<file path="src/rtl/pipe_stage_reg.sv">
// Pipeline stage register with one skid entry and optional performance counters.
// Counters are built only when PIPE_STAGE_PERF_EN is defined; otherwise they read zero.
module pipe_stage_reg #(
    parameter int unsigned CTRL_W = 36,
    parameter int unsigned DATA_W = 256,
    parameter int unsigned CNT_W  = 32
) (
    input  logic              Clk,
    input  logic              Rst,
    input  logic              flush,
    input  logic              up_valid,
    output logic              up_ready,
    input  logic [CTRL_W-1:0] ctrl_in,
    input  logic [DATA_W-1:0] data_in,
    output logic              dn_valid,
    input  logic              dn_ready,
    output logic [CTRL_W-1:0] ctrl_out,
    output logic [DATA_W-1:0] data_out,
    output logic [CNT_W-1:0]  stall_cnt,
    output logic [CNT_W-1:0]  flush_cnt,
    output logic [CNT_W-1:0]  xfer_cnt
);

    logic              main_valid;
    logic [CTRL_W-1:0] main_ctrl;
    logic [DATA_W-1:0] main_data;
    logic              skid_valid;
    logic [CTRL_W-1:0] skid_ctrl;
    logic [DATA_W-1:0] skid_data;

    logic up_xfer_c;
    logic dn_xfer_c;
    logic main_load_c;

    assign up_xfer_c   = up_valid & ~skid_valid;
    assign dn_xfer_c   = main_valid & dn_ready;
    assign main_load_c = ~main_valid | dn_xfer_c;

    // up_ready comes straight from the skid flop, so dn_ready never reaches it combinationally.
    assign up_ready = ~skid_valid;
    assign dn_valid = main_valid;
    assign ctrl_out = main_ctrl;
    assign data_out = main_data;

    // Main/skid entries; ctrl is zeroed whenever main goes empty so idle output reads as a bubble.
    always_ff @(posedge Clk) begin
        if (Rst) begin
            main_valid <= 1'b0;
            main_ctrl  <= '0;
            main_data  <= '0;
            skid_valid <= 1'b0;
            skid_ctrl  <= '0;
            skid_data  <= '0;
        end else if (flush) begin
            main_valid <= 1'b0;
            main_ctrl  <= '0;
            skid_valid <= 1'b0;
        end else begin
            if (main_load_c) begin
                if (skid_valid) begin
                    main_valid <= 1'b1;
                    main_ctrl  <= skid_ctrl;
                    main_data  <= skid_data;
                    skid_valid <= 1'b0;
                end else if (up_xfer_c) begin
                    main_valid <= 1'b1;
                    main_ctrl  <= ctrl_in;
                    main_data  <= data_in;
                end else begin
                    main_valid <= 1'b0;
                    main_ctrl  <= '0;
                end
            end else if (up_xfer_c) begin
                skid_valid <= 1'b1;
                skid_ctrl  <= ctrl_in;
                skid_data  <= data_in;
            end
        end
    end

`ifdef PIPE_STAGE_PERF_EN
    localparam logic [CNT_W-1:0] CNT_MAX = '1;

    logic [CNT_W-1:0] stall_q;
    logic [CNT_W-1:0] flush_q;
    logic [CNT_W-1:0] xfer_q;

    // Saturating event counters.
    always_ff @(posedge Clk) begin
        if (Rst) begin
            stall_q <= '0;
            flush_q <= '0;
            xfer_q  <= '0;
        end else begin
            if (main_valid && !dn_ready && stall_q != CNT_MAX)
                stall_q <= stall_q + CNT_W'(1);
            if (flush && (main_valid || skid_valid) && flush_q != CNT_MAX)
                flush_q <= flush_q + CNT_W'(1);
            if (!flush && dn_xfer_c && xfer_q != CNT_MAX)
                xfer_q <= xfer_q + CNT_W'(1);
        end
    end

    assign stall_cnt = stall_q;
    assign flush_cnt = flush_q;
    assign xfer_cnt  = xfer_q;
`else
    assign stall_cnt = '0;
    assign flush_cnt = '0;
    assign xfer_cnt  = '0;
`endif

endmodule
</file>
<file path="config.mk">
export PLATFORM = sky130hd
export DESIGN_NAME = pipe_stage_reg
export DESIGN_NICKNAME = d
export VERILOG_FILES = /design/src/rtl/pipe_stage_reg.sv
export SDC_FILE = /design/constraint.sdc
export NUM_CORES = 1
export LEC_CHECK = 0
export BUFFER_PORTS_ARGS = -buffer_cell sky130_fd_sc_hd__buf_2
export CORE_AREA = 2 2 268 270
export CTS_CLUSTER_SIZE = 25
export DETAILED_ROUTE_END_ITERATION = 10
export DIE_AREA = 0 0 270 272
export GPL_ROUTABILITY_DRIVEN = 1
export SYNTH_ARGS = -nofsm -noshare
export SYNTH_HDL_FRONTEND = slang
export SYNTH_SLANG_ARGS = --single-unit
</file>
<file path="constraint.sdc">
create_clock -name Clk -period 2.55 [get_ports Clk]
set_input_delay 0.51 -clock Clk [delete_from_list [all_inputs] [get_ports Clk]]
set_output_delay 0.51 -clock Clk [all_outputs]
set_load 0.02 [all_outputs]
</file>
=== Word-level counts from Yosys, hierarchy flattened ===
Index checks and enable logic that the tools add are counted.

* Flip-flop bits (word level): 586
* Bits of input ports: 297
* Output and inout bits: 390

* Multiplexer cells: 6
* Bitwise operators: 7
* Reductions and logical operators: 5

{| class="wikitable"
|+ Operators by type and width
! operator !! number
|-
| $mux 256 || 2
|-
| $mux 36 || 2
|-
| $reduce_and 3->1 || 2
|-
| $not 1->1 || 4
|-
| $reduce_or 3->1 || 1
|-
| $and 1x1->1 || 2
|-
| $mux 1 || 2
|-
| $reduce_bool 2->1 || 1
|-
| $reduce_or 2->1 || 1
|-
| $or 1x1->1 || 1
|}

=== Longest topological paths before layout ===
* Depth in word-level cells: 4
* Mapped depth: 8
* Gate-level depth less buffers: 3

=== Worst setup path after synthesis ===
No wires, ideal clock.

* Path type: input-to-reg
* From: in dn_ready
* To: reg skid_ctrl[0]
* Arrival: 1.563 ns
* Data required time: 2.478 ns
* Slack: 0.915 ns
* Cell stages on the path: 7
* Path through: nand2b_1 > buf_2 > nor3b_2 > buf_4 > buf_8 > buf_8 > mux2i_1

* Word-level cells in the longest chain between the ends: 4

{| class="wikitable"
|+ RTL lines
! what !! RTL line !! source
|-
| from (decl) || 16 || <nowiki>input logic dn_ready,</nowiki>
|-
| $and 1x1->1 || 36 || <nowiki>assign dn_xfer_c = main_valid & dn_ready;</nowiki>
|-
| $or 1x1->1 || 37 || <nowiki>assign main_load_c = ~main_valid | dn_xfer_c;</nowiki>
|-
| $not 1->1 (no line) || - ||
|-
| $reduce_and 3->1 (no line) || - ||
|-
| to (signal assigned) || 75 || <nowiki>skid_ctrl <= ctrl_in;</nowiki>
|-
| to (decl) || 28 || <nowiki>logic [CTRL_W-1:0] skid_ctrl;</nowiki>
|}

No other way between the ends.
A chain may end at the register's enable or synchronous reset.

=== Worst setup path in the final report ===
* From: reg skid_valid
* To: out up_ready

* Word-level cells in the longest chain between the ends: 1

{| class="wikitable"
|+ RTL lines
! what !! RTL line !! source
|-
| from (decl) || 27 || <nowiki>logic skid_valid;</nowiki>
|-
| from (signal assigned) || 51 || <nowiki>skid_valid <= 1'b0;</nowiki>
|-
| from (signal assigned) || 57 || <nowiki>skid_valid <= 1'b0;</nowiki>
|-
| from (signal assigned) || 64 || <nowiki>skid_valid <= 1'b0;</nowiki>
|-
| $not 1->1 || 40 || <nowiki>assign up_ready = ~skid_valid;</nowiki>
|-
| to (decl) || 12 || <nowiki>output logic up_ready,</nowiki>
|}

No other way between the ends.

==> results.py <==
metrics = {
    "placement": {
        "hpwl_mm": 50.2,
        "gp_congestion": 0.782,
        "place_ws_ns": 0.470,
        "portBuffers": 590,
    },
    "clocking": {
        "cts_root_buf": "clkbuf_16",
        "cts.hold.buffers_added": 0,
        "cts_tree": "built",
        "htree_levels": 3,
        "cts_buffer_depth": 3,
        "cts.sinks": 586,
        "clk_latency_ns": 0.59,
        "cts_setup_buffers": 0,
        "cts.clk_slew.worst_paths_ns": 0.07,
        "cts_resized": 0,
        "cts_buffers": 68,
    },
    "floorplan": {
        "initial_utilization_pct": 38.2,
        "ios": 687,
        "die_w_um": 270,
        "core.rowCount": 98,
        "die_h_um": 272,
        "core_mm2": 0.0708,
        "die-area_mm2": 0.0734,
    },
    "setup_path": {
        "slowest_stage": "dfxtp_4",
        "r2r_start": "skid_valid",
        "slowest_delay_ns": 0.65,
        "cp_num_buf_inv": 3,
        "endpoint_kind": "output pin",
        "path_cells": "buf_12 > inv_1 > buf_2",
        "cp-start-kind": "flop",
        "crit_family": "flip-flops",
        "worstSetupStartpoint": "skid_valid",
        "worstPathArrival_ns": 1.85,
        "required_ns": 2.04,
        "cp_max_fo": 47,
        "path_class": "reg2out",
    },
    "route": {
        "drc": 0,
        "viasPerCell": 4.92,
        "first_iter_violations": 1084,
        "drtAntennaViolNets": 0,
        "wl_mm": 74.4,
        "wl_per_cell_um": 17.8,
        "firstDrtPassIters": 5,
        "dr_total_vias": 20600,
    },
    "power": {
        "combPwrFrac_pct": 11.7,
        "swShare_pct": 26.2,
        "p_per_area_mw_per_mm2": 680,
        "sequentialPowerShare_pct": 44.0,
        "p_leak_uw": 0.0122,
        "power_switching_uw": 5780,
        "vdd_ir_drop_max_uv": 391,
        "internal_power_uw": 16300,
        "p_total_uw": 22100,
        "clockPowerShare_pct": 44.3,
    },
    "layout": {
        "layout_commonest_cell": "buf_2",
        "drive_above_1_share_pct": 23.8,
        "final_cell_mix": "buf_2 (589), dfxtp_1 (585), nand2b_1 (584)",
        "syn2layout_area_growth_pct": 20.0,
        "nets": 3468,
    },
    "global_routing": {
        "grt_overflow_total": 0,
        "grt_max_degree": 156,
        "grt_pass1_vias": 20000,
        "grt_pass1_wl_mm": 116,
        "antenna_found_initial": 22,
        "grt_use_total_pct": 19.5,
    },
    "min_path": {
        "worstHoldStart": "data_in[25]",
        "min-delay-path-class": "in2reg",
    },
    "logic_synthesis": {
        "synth-async-reset-ratio_pct": 0,
        "yosysSeqAreaShare_pct": 43.4,
        "synth_cell_type_count": 23,
        "syn_area_mm2": 0.0270,
        "syn_avg_cell_area_um2": 9.99,
        "synth_ff_type": "dfxtp_1",
        "yosys_warnings": 0,
        "netlist_instances": 2706,
        "synth_edf_count": 0,
        "synth.ff_latch_count": 586,
    },
    "timing": {
        "slew_headroom_pct": 28.2,
        "final.min_clock_period_ns": 2.36,
        "finalSetupTns_ns": 0,
        "setup_slack_ns": 0.194,
        "rsz0062_at_grt": "no",
        "final.setup_skew_ns": 0.0273,
        "worst_slew_pin_slew_ns": 1.08,
        "hold_slack_ns": 0.172,
        "fin_crit_sh_pct": 92.4,
        "hold_viol_final": 0,
        "setup_viol": 0,
        "maxSlewViolCount": 0,
        "fmax_mhz": 424,
    },
    "run": {
        "maxCapViolations": 0,
    },
    "run_status": {
        "outcome": "finished clean",
    },
}
==> synthesized netlist by cell type (9+ instances only) <==
cell      number  area [um2]
nor2_1        37         139
a221oi_1      36         315
dfxtp_1      586       11700
clkbuf_1     142         533
nor3_1        37         185
buf_4         99         743
a211oi_1     256        1920
buf_12        22         440
a21oi_1      257        1290
nand2b_1     585        3660
mux2i_1      548        5490
buf_8          9         135
buf_2         67         335
buf_1         16        60.1
==> power by group through the flow <==
| stage | sequential (uW) | clock, uW | combinational (uW) |
|---|---|---|---|
| 4_1_cts | 9700 | 10000 | 2610 |
| 3_5_place_dp | 9900 | 0 | 2610 |
| 2_1_floorplan | 10200 | 0 | 1380 |
| 3_3_place_gp | 9900 | 0 | 2590 |
| 5_1_grt | 9730 | 10400 | 2820 |
| 6_report | 9700 | 9770 | 2590 |
==> area by class of cell <==
class | instances | area (um2)
clock inverters | 24 | 309
clock buffers | 93 | 1910
repair buffers | 656 | 3830
fillers | 6870 | 38300
inverters | 1 | 3.75
diodes | 12 | 30.0
flip-flops and latches | 586 | 11700
multi-input cells | 1858 | 13400
well taps | 950 | 1190
==> logic make-up after synthesis <==
group	Yosys count	synth area share, %
AOI/OAI and AO/OA	550	13.1
buffers and inverters	357	8.36
DFF	586	43.4
muxes	548	20.3
other	1	0.0139
and+or+nand+nor	664	14.9
==> path summary, 6_finish.rpt <==
kind                    endpoint  slack [ns]  depth (start not counted)
hold reg to reg   skid_data[144]        0.47                          2
setup / recovery        up_ready        0.19                          3
hold / removal     skid_data[25]        0.17                          3
setup reg to reg   data_out[137]        0.57                          5
==> through the flow <==
| stage | utilization (%) | std cells | instance area [um2] |
|---|---|---|---|
| final | 45.9 | 4180 | 32400 |
| after CTS | 45.8 | 4168 | 32400 |
| after floorplan | - | 2801 | 27400 |
| after global routing | 45.9 | 4179 | 32400 |
| after detailed placement | 42.7 | 4051 | 30200 |
| after global placement | 42.7 | 4051 | 30200 |
==> routing by layer <==
metal | wire (um) | share of wire [%] | global-route usage, %
met1 | 31700 | 43 | 24.1
met2 | 35200 | 47 | 31.7
met4 | 2660 | 3.6 | 8.48
met5 | 144 | 0.19 | 0
met3 | 4710 | 6.3 | 5.36
==> sequential cells by signal (all words and copies together) (netlist names) <==
| signal | count |
|---|---|
| data_out | 256 |
| skid_data | 256 |
| ctrl_out | 36 |
| skid_ctrl | 36 |
| dn_valid | 1 |
| skid_valid | 1 |
==> tightest hold or removal path, cell delays in order <==
cell      delay (ns)
buf_2           0.11
nand2b_1        0.06
mux2i_1         0.06
Power figures use the tool's default switching activity.
